===== config.mk =====
export PLATFORM = sky130hd
export DESIGN_NAME = sw_edge_debounce
export DESIGN_NICKNAME = d
export VERILOG_FILES = /design/src/rtl/sw_edge_pkg.sv /design/src/rtl/sw_debounce_ch.sv /design/src/rtl/sw_edge_debounce.sv
export SDC_FILE = /design/constraint.sdc
export NUM_CORES = 1
export LEC_CHECK = 0
export BUFFER_PORTS_ARGS = -buffer_cell sky130_fd_sc_hd__buf_2
export CAP_MARGIN = 20
export CORE_MARGIN = 2
export CORE_UTILIZATION = 50
export DETAILED_ROUTE_END_ITERATION = 12
export PLACE_DENSITY = 0.79
export RECOVER_POWER = 50
export SYNTH_ARGS = -nofsm -noshare
export SYNTH_HDL_FRONTEND = slang
export SYNTH_SLANG_ARGS = --single-unit

===== constraint.sdc =====
create_clock -name clk -period 10.65 [get_ports clk]
set_input_delay 1.5975 -clock clk [delete_from_list [all_inputs] [get_ports clk]]
set_output_delay 1.5975 -clock clk [all_outputs]
set_load 0.01 [all_outputs]

===== src/rtl/sw_edge_pkg.sv =====
// Shared types for the switch edge debouncer: edge-mode encoding and the
// helper that decides whether a debounced transition should be reported.
package sw_edge_pkg;

    localparam logic [1:0] EDGE_ENC_RISE = 2'b00;
    localparam logic [1:0] EDGE_ENC_FALL = 2'b01;
    localparam logic [1:0] EDGE_ENC_BOTH = 2'b10;
    localparam logic [1:0] EDGE_ENC_NONE = 2'b11;

    typedef enum logic [1:0] {
        EDGE_RISE = EDGE_ENC_RISE,
        EDGE_FALL = EDGE_ENC_FALL,
        EDGE_BOTH = EDGE_ENC_BOTH,
        EDGE_NONE = EDGE_ENC_NONE
    } edge_mode_t;

    // new_level is the value the debounced level is about to take.
    function automatic logic edge_qualifies(input edge_mode_t mode, input logic new_level);
        logic hit;
        hit = 1'b0;
        case (mode)
            EDGE_RISE: hit = new_level;
            EDGE_FALL: hit = ~new_level;
            EDGE_BOTH: hit = 1'b1;
            default:   hit = 1'b0;
        endcase
        return hit;
    endfunction

endpackage


===== src/rtl/sw_debounce_ch.sv =====
// One switch channel: 2-flop synchroniser, stability counter, debounced
// level register and a one-cycle pulse for qualifying level changes.
module sw_debounce_ch
    import sw_edge_pkg::*;
#(
    parameter int unsigned DEBOUNCE_CYCLES = 4
) (
    input  logic       clk,
    input  logic       rst,
    input  logic       sw_raw,
    input  edge_mode_t edge_mode,
    output logic       level,
    output logic       edge_pulse
);

    localparam int unsigned CNT_W = $clog2(DEBOUNCE_CYCLES + 1);
    localparam logic [CNT_W-1:0] CNT_LAST = CNT_W'(DEBOUNCE_CYCLES - 1);

    logic [1:0]       sync_q;
    logic             sync_lvl;
    logic [CNT_W-1:0] cnt;
    logic [CNT_W-1:0] cnt_nxt;
    logic             level_nxt;
    logic             pulse_nxt;

    assign sync_lvl = sync_q[1];

    // The update fires on the edge where the count would reach
    // DEBOUNCE_CYCLES, so the counter itself never holds that value.
    always_comb begin
        cnt_nxt   = '0;
        level_nxt = level;
        pulse_nxt = 1'b0;
        if (sync_lvl != level) begin
            if (cnt == CNT_LAST) begin
                level_nxt = sync_lvl;
                pulse_nxt = edge_qualifies(edge_mode, sync_lvl);
            end else begin
                cnt_nxt = cnt + 1'b1;
            end
        end
    end

    always_ff @(posedge clk or posedge rst) begin
        if (rst) begin
            sync_q     <= '0;
            cnt        <= '0;
            level      <= 1'b0;
            edge_pulse <= 1'b0;
        end else begin
            sync_q     <= {sync_q[0], sw_raw};
            cnt        <= cnt_nxt;
            level      <= level_nxt;
            edge_pulse <= pulse_nxt;
        end
    end

endmodule


===== src/rtl/sw_edge_debounce.sv =====
// Multi-channel switch debouncer with edge detection and optional sticky
// event flags (compiled in when SW_EDGE_STICKY_EN is defined).
module sw_edge_debounce
    import sw_edge_pkg::*;
#(
    parameter int unsigned NUM_BITS        = 18,
    parameter int unsigned DEBOUNCE_CYCLES = 4
) (
    input  logic                clk,
    input  logic                rst,
    input  logic [NUM_BITS-1:0] SW_pressed,
    input  logic [1:0]          edge_mode,
    input  logic [NUM_BITS-1:0] sticky_clr,
    output logic [NUM_BITS-1:0] SW_level,
    output logic [NUM_BITS-1:0] SW_edge_det,
    output logic [NUM_BITS-1:0] sticky
);

    edge_mode_t mode_sel;
    assign mode_sel = edge_mode_t'(edge_mode);

    for (genvar i = 0; i < NUM_BITS; i++) begin : g_ch
        sw_debounce_ch #(
            .DEBOUNCE_CYCLES(DEBOUNCE_CYCLES)
        ) u_ch (
            .clk       (clk),
            .rst       (rst),
            .sw_raw    (SW_pressed[i]),
            .edge_mode (mode_sel),
            .level     (SW_level[i]),
            .edge_pulse(SW_edge_det[i])
        );
    end

`ifdef SW_EDGE_STICKY_EN
    // Set has priority over clear so a pulse coinciding with a clear is kept.
    always_ff @(posedge clk or posedge rst) begin
        if (rst) begin
            sticky <= '0;
        end else begin
            sticky <= (sticky & ~sticky_clr) | SW_edge_det;
        end
    end
`else
    logic [NUM_BITS-1:0] unused_sticky_clr;
    assign unused_sticky_clr = sticky_clr;
    assign sticky = '0;
`endif

endmodule


# Word-level counts from Yosys, hierarchy flattened
# Index checks and enable logic that the tools add are counted.
[classes] add_sub_neg=18 n_eq_ne=38 n_mux=90 bitwise_logic=18 n_reduce_logical=19
[ops] operator="two-way mux 3 bit" n=36
[ops] operator="adder 3 x 1 -> 3 bit (second input constant)" n=18
[ops] operator="equality test 3 x 2 -> 1 bit (second input constant)" n=18
[ops] operator="case mux 1 bit (3 select lines)" n=18
[ops] operator="two-way mux 1 bit" n=36
[ops] operator="AND reduction 2 bit" n=18
[ops] operator="!= test 1 bit" n=18
[ops] operator="inverter 1 bit" n=18
[ops] operator="equality test 2 x 1 -> 1 bit (second input constant)" n=1
[ops] operator="equality test 2 bit (second input constant)" n=1
[ops] operator="zero test 2 bit" n=1
[totals] ff_bits=126 in_bits=40

# Depth between registers and ports, before layout
# Gate-level depths: netlist of run 1.
[logic_depth] ltp_word=4 ltp_mapped=6 depth_no_buf=4

# By module
# A second synthesis of run 1 with hierarchy kept.
[hier_totals] hier_cells=361 hier_area_um2=5363.9
[by_module_without_submodules] module="sw_debounce_ch" n_inst=18 cells_per_inst=19 area_per_inst_um2=290.3
[by_module_without_submodules] module="sw_edge_debounce" n_inst=1 cells_per_inst=19 area_per_inst_um2=138.9

# Worst setup path before layout of run 1
# OpenSTA, ideal clock, no wires.
[synth_timing] path_type="in2reg" from="input port edge_mode[0]" to="register g_ch[0].u_ch.edge_pulse" setup_time_ns=0.122 t_arrival_ns=2.171 slack_ns=8.357 stages=5 cell_sequence="nor2b_1 > buf_4 > buf_6 > a21oi_1 > a21boi_1"
[synth_via] elab_chain_len=4 word_cells_on_any_way=6 cone_classes="2 x eq/ne; 3 x mux; 1 x reduce/logical"
[synth_lines] element="from (decl)" line="sw_edge_debounce.sv:12" rtl="input logic [1:0] edge_mode,"
[synth_lines] element="equality test 2 bit (tied with other cells)" line="sw_edge_pkg.sv:21" rtl="case (mode)"
[synth_lines] element="case mux 1 bit (3 select lines) (*)" line="sw_edge_pkg.sv:21"
[synth_lines] element="two-way mux 1 bit (*)" line="sw_debounce_ch.sv:35" rtl="if (cnt == CNT_LAST) begin"
[synth_lines] element="two-way mux 1 bit (*)" line="sw_debounce_ch.sv:34" rtl="if (sync_lvl != level) begin"
[synth_lines] element="named net g_ch[0].u_ch.pulse_nxt" line="sw_debounce_ch.sv:24" rtl="logic pulse_nxt;"
[synth_lines] element="to (signal assigned)" line="sw_debounce_ch.sv:54" rtl="edge_pulse <= pulse_nxt;"
[synth_lines] element="to (decl)" line="sw_debounce_ch.sv:13" rtl="output logic edge_pulse"
# The timed path passes the listed nets; every way through them passes the cells marked *.
# A chain may end at the register's enable or synchronous reset.

==> results of run 1 <==
## per-stage QoR
step | setup slack (ps) | total power (µW) | util, %
after detailed placement | 7210 | 992 | 51.7
after global routing | 6720 | 1590 | 57.0
after floorplan | 5700 | 946 | -
after CTS | 7750 | 1520 | 57.1
final | 7260 | 1500 | 57.0
after global placement | 7270 | 959 | 51.7
## power breakdown
group / switching (µW) / leakage (µW) / total (µW) / internal, µW
Sequential: 76.7 / 0.00160 / 657 / 580
Clock: 187 / 0.000280 / 523 / 336
Combinational: 157 / 0.000905 / 323 / 166
Total: 420 / 0.00279 / 1500 / 1080
## layer usage
layer | vias to the layer above | global-route usage [%] | wire length [µm]
met4 | 0 | 8.35 | 181
met2 | 66 | 27.2 | 4120
met3 | 17 | 5.40 | 390
li1 | 1373 | - | -
met5 | - | 0 | 0
met1 | 1378 | 17.9 | 3410
## cells in the mapped netlist, drive strengths merged
cell type | count | area share [%]
a21boi | 16 | 2.4
a21oi | 16 | 1.5
and2b | 8 | 1.1
buf | 59 | 8.7
clkbuf | 1 | 0.26
conb | 1 | 0.071
dfrtp | 126 | 60
ha | 18 | 4.3
inv | 3 | 0.21
mux2 | 18 | 3.9
nand2 | 14 | 1.0
nand2b | 2 | 0.24
nor2b | 33 | 4.1
nor3 | 18 | 1.7
nor3b | 45 | 6.4
o21ai | 4 | 0.38
or3b | 4 | 0.67
xnor2 | 18 | 3.0
## worst reg2reg max path: stages, from the launching register on
cell	delay (ps)
dfrtp_1	350
ha_1	180
nor2b_1	290
mux2_2	380
## layout make-up
cell class              count  area share, %
flip-flops and latches    126           53.8
multi-input cells         232           28.7
clock buffers              24           8.37
repair buffers             58           4.97
well taps                 136           2.90
clock inverters             7           1.02
inverters                   3          0.213
## logic make-up after synthesis
logic type | count (synthesis)
AND/OR/NAND/NOR | 124
flip-flops | 126
other | 1
buffers and inverters | 63
XOR/XNOR | 18
adder cells (fa/ha/maj) | 18
multiplexers | 18
AO/OA/AOI/OAI | 36
## final timing paths
kind	startpoint	slack [ps]	end
worst min register to register	g_ch[9].u_ch.sync_q[0]	340	g_ch[9].u_ch.sync_q[1]
min in group asynchronous	rst	1660	g_ch[2].u_ch.edge_pulse
max in group clk	edge_mode[0]	7730	g_ch[4].u_ch.edge_pulse
worst min-delay path	g_ch[9].u_ch.sync_q[0]	340	g_ch[9].u_ch.sync_q[1]
worst max register to register	g_ch[17].u_ch.cnt[0]	9340	g_ch[17].u_ch.level
worst max-delay path	rst	7260	g_ch[8].u_ch.cnt[2]
## flip-flops by register name, summed over array words and instances, names as in the netlist
name / flops
g_ch.u_ch.level: 18
g_ch.u_ch.cnt: 54
g_ch.u_ch.edge_pulse: 18
g_ch.u_ch.sync_q: 36
==> metrics.csv, run 1 <==
stage,metric,value,unit
finish,area_growth,11.6,%
timing,fin_skew,5.40,ps
finish,multiInputGateArea,1690,µm²
power_and_ir_drop,p_leak,0.00279,µW
global_routing,grt_pass1_wl,13800,µm
timing,slew_headroom,-44.9,%
synth,synth-compound-area-share,4.33,%
synth,synth_fa_ha_area_share,4.29,%
min_path,worstHoldPathType,reg -> reg,
route,firstDrtPassIters,4,
synth,ys_warn_count,0,
finish,fillCellCount,851,
timing,rsz0062_at_grt,no,
timing,fmax,295,MHz
synth,ys_seq_area_share,60.0,%
placement,place_area,5320,µm²
synth,synthMuxAreaShare,3.86,%
critical_path,crit_type,in -> async,
finish,seq_area,3150,µm²
status,status,finished with violations,
critical_path,ff2ff_path_depth,3,
route,ant_nets,0,
placement,port_buffers,57,
power_and_ir_drop,powerDensity,256,nW/µm²
timing,setup_viol,0,
min_path,hold_depth,0,
floorplan,floorplan.rows,37,
synth,synth-seq-cells,126,
route,drc,0,
timing,fin_crit,3390,ps
route,wl,8100,µm
timing,drv_slew,52,
status,violations,"max-capacitance violations, max-slew violations",
critical_path,arrival,3890,ps
critical_path,critPathTopFamily,buffers and inverters,
timing,finalCritPeriodShare,31.8,%
synth,synth_top_family_by_area,simple AND/OR/NAND/NOR gates,
critical_path,cp-end-kind,async pin,
finish,mostFrequentLayoutCells,"dfrtp_1, buf_2, nor3b_1",
cts,worst_skew_pair.late_latency,510,ps
synth,synth_xor_area_share,3.00,%
flow_run,cap_violations,1,
critical_path,crit_chain,buf_2 > clkinvlp_2 > buf_4,
route,wl_per_cell,13.8,µm
floorplan,die_y,107,µm
cts,cts_sinks,126,
placement,place.gp.congestion,0.735,
finish,layout_commonest_cell,dfrtp_1,
global_routing,grt_max_degree,77,
cts,clk_path_buf_depth,2,
timing,tightest_slew,2160,ps
critical_path,critical_path_cell_count,3,
timing,hold_viol_final,0,
cts,cts_tree,built,
synth,synth_area,5260,µm²
cts,hold_buffers,0,
global_routing,grt_usage,16.0,%
synth,ys_types,23,
floorplan,die_w,107,µm
finish,layout.cells.non_filler,586,
critical_path,slowest_delay,1220,ps
critical_path,cp_max_fo,76,
global_routing,overflow,0,
placement,place_inst,555,
cts,post_cts_buffers,0,
finish,final_area,5860,µm²
global_routing,antenna_found_initial,0,
placement,dp_hpwl,5290,µm
synth,synthSimpleGateAreaFrac,15.3,%
floorplan,core-area,10300,µm²
critical_path,path_buf_inv,3,
finish,drive_gt1_share,24.2,%
timing,holdWs,344,ps
cts,post_cts_resized,0,
synth,synth_cells,404,
cts,numCtsBuffers,17,
floorplan,die-area,11300,µm²
finish,antennaDiodeCount,0,
finish,final_nets,496,
floorplan,ios,94,
cts,cts_root_buffer,clkbuf_8,
floorplan,start_util,51.1,%
power_and_ir_drop,ir_drop,0.000109,V
cts,clkSlewWorstSetupHoldPaths,60,ps
route,drt_iter0_markers,81,
route,via_per_inst,4.84,
global_routing,grt_pass1_vias,3006,
timing,finalSetupTns,0,ps
cts,cts_max_level,4,
synth,syn_avg_cell_area,13.0,µm²
critical_path,startpoint_type,input pin,
route,dr_total_vias,2834,
critical_path,required,11160,ps
critical_path,worst_path_max_delay_cell,clkinvlp_2,
(Power assumes the default switching activity.)
==> inputs of run 2 (changes only) <==
Settings changed: PLACE_DENSITY 0.79 to 0.82.
Clock period 10.65 ns to 2.76 ns, I/O delays scaled along.
==> metrics.csv, run 2 (synthesis results as in run 1) <==
stage,metric,value,unit,change
status,status,finished with violations,,
status,violations,"max-capacitance violations, max-slew violations",,
route,drt_iter0_markers,126,,+56%
route,ant_nets,0,,unchanged
critical_path,startpoint_type,input pin,,
timing,hold_viol_final,0,,unchanged
timing,fmax,645,MHz,
finish,largest-register,g_ch.u_ch.cnt,,
global_routing,grt_pass1_wl,14200,µm,+2.6%
finish,area_growth,15.8,%,
critical_path,crit_end,g_ch[9].u_ch.cnt[0],,
min_path,hold_depth,1,,+1
critical_path,cp_max_fo,126,,+66%
min_path,worstHoldPathType,in -> reg,,
floorplan,floorplan.rows,37,,unchanged
placement,port_buffers,57,,unchanged
cts,cts_tree,built,,
route,via_per_inst,4.84,,about the same
placement,dp_hpwl,5190,µm,-1.8%
global_routing,grt_usage,16.6,%,+0.54 points
timing,rsz0062_at_grt,no,,
floorplan,die-area,11300,µm²,unchanged
cts,cts_root_buffer,clkbuf_8,,
global_routing,antenna_found_initial,0,,unchanged
route,top_layer,met4,,
critical_path,ff2ff_path_depth,3,,unchanged
critical_path,crit_start,rst,,
timing,drv_slew,127,,+140%
finish,multiInputGateArea,1690,µm²,unchanged
critical_path,r2r-end,g_ch[2].u_ch.level,,
floorplan,ios,94,,unchanged
timing,fin_skew,6.74,ps,+1.35 ps
route,wl,8480,µm,+4.8%
cts,clk_path_buf_depth,2,,unchanged
finish,layout_commonest_cell,dfrtp_1,,
cts,post_cts_buffers,0,,unchanged
cts,clkSlewWorstSetupHoldPaths,50,ps,about the same
route,route.met3.wl,284,µm,-27%
cts,numCtsBuffers,17,,unchanged
global_routing,overflow,0,,unchanged
floorplan,die_y,107,µm,unchanged
timing,finalCritPeriodShare,56.2,%,
finish,reg.largest.list,"g_ch.u_ch.cnt: 54 flops, g_ch.u_ch.sync_q: 36 flops",,
cts,cts_sinks,126,,unchanged
placement,place.gp.congestion,0.753,,+2.4%
power_and_ir_drop,p_leak,0.00288,µW,+3.3%
critical_path,crit_type,in -> async,,
timing,slew_headroom,-10.8,%,+34 points
critical_path,arrival,1860,ps,-2030 ps
cts,cts_max_level,4,,unchanged
critical_path,required,3070,ps,-8090 ps
timing,tightest_slew,1660,ps,-499 ps
timing,fin_crit,1550,ps,
floorplan,start_util,51.1,%,unchanged
critical_path,r2r_slack,1430,ps,-7910 ps
power_and_ir_drop,powerDensity,984,nW/µm²,+280%
route,firstDrtPassIters,4,,unchanged
timing,finalSetupTns,0,ps,unchanged
route,wl_per_cell,14.0,µm,+1.5%
floorplan,die_w,107,µm,unchanged
critical_path,r2r-start,g_ch[2].u_ch.cnt[0],,
finish,mostFrequentLayoutCells,"dfrtp_1, buf_2, nor3b_1",,
power_and_ir_drop,ir_drop,0.000369,V,+240%
route,m1WireLength,3540,µm,+3.9%
timing,setup_viol,0,,unchanged
global_routing,grt_pass1_vias,3076,,+2.3%
route,drc,0,,unchanged
finish,postLayoutCoreUtil,59.2,%,+2.2 points
finish,seq_area,3150,µm²,unchanged
global_routing,grt_max_degree,127,,+65%
route,met2_length,4460,µm,+8.3%
finish,antennaDiodeCount,0,,unchanged
cts,worst_skew_pair.late_latency,510,ps,about the same
critical_path,cp-end-kind,async pin,,
floorplan,core-area,10300,µm²,unchanged
finish,drive_gt1_share,23.2,%,-0.98 points
finish,fillCellCount,803,,-5.6%
flow_run,cap_violations,1,,unchanged
finish,largest_register_ffs,54,,unchanged
route,dr_total_vias,2926,,+3.2%
finish,final_nets,514,,+3.6%
==> run 2: cell count changes in the layout (fill, tap and decap cells not counted), sizes merged <==
cell         delta
dlygate4sd3    +17
clkbuf          +2
clkinv          -3
bufinv          +2
buf             +1
==> run 2: worst max-delay path: stages <==
cell        delay, ps
buf_2             100
clkinvlp_2         50
clkbuf_4         1210
==> run 2: power breakdown <==
| group | switching [µW] | internal, µW |
|---|---|---|
| Combinational | 606 | 657 |
| Clock | 726 | 1470 |
| Sequential | 295 | 2240 |
| Total | 1630 | 4360 |
==> run 2: worst min-delay path by stage <==
| stage | endpoint | start |
|---|---|---|
| global placement | g_ch[6].u_ch.sync_q[1] | g_ch[6].u_ch.sync_q[0] |
| global route | g_ch[2].u_ch.sync_q[0] | SW_pressed[2] |
| CTS | g_ch[3].u_ch.sync_q[0] | SW_pressed[3] |
| floorplan | g_ch[0].u_ch.sync_q[1] | g_ch[0].u_ch.sync_q[0] |
| detailed placement | g_ch[10].u_ch.sync_q[1] | g_ch[10].u_ch.sync_q[0] |
| finish | g_ch[2].u_ch.sync_q[0] | SW_pressed[2] |
==> run 2: layout make-up <==
cell class | count | share of cell area (%)
Multi-Input combinational cell | 232 | 27.7
Tap cell | 136 | 2.80
Inverter | 3 | 0.206
Clock buffer | 26 | 8.02
Sequential cell | 126 | 51.8
Timing Repair Buffer | 76 | 7.73
Clock inverter | 6 | 1.73
==> run 2: repair_timing <==
item | CTS | global route
hold endpoints to repair | 14 | 3
gates resized for setup | 0 | 0
hold buffers | 14 | 3
==> run 2: through the flow <==
step,hold WS (ps),setup WS (ps),cell area [µm²],power [µW],cells
after floorplan,331,793,5320,3650,421
after global placement,332,996,5340,3710,556
after detailed placement,335,947,5340,3820,556
after CTS,0.146,1220,6070,6070,602
after global routing,7.65,896,6080,6350,605
final,38.8,1210,6080,5990,605
==> run 2: per-layer routing <==
layer  vias to the layer above  track usage (%)
met3                        17             5.09
met2                        67             28.3
met5                         -                0
met4                         0             8.26
li1                       1399                -
met1                      1443             18.9
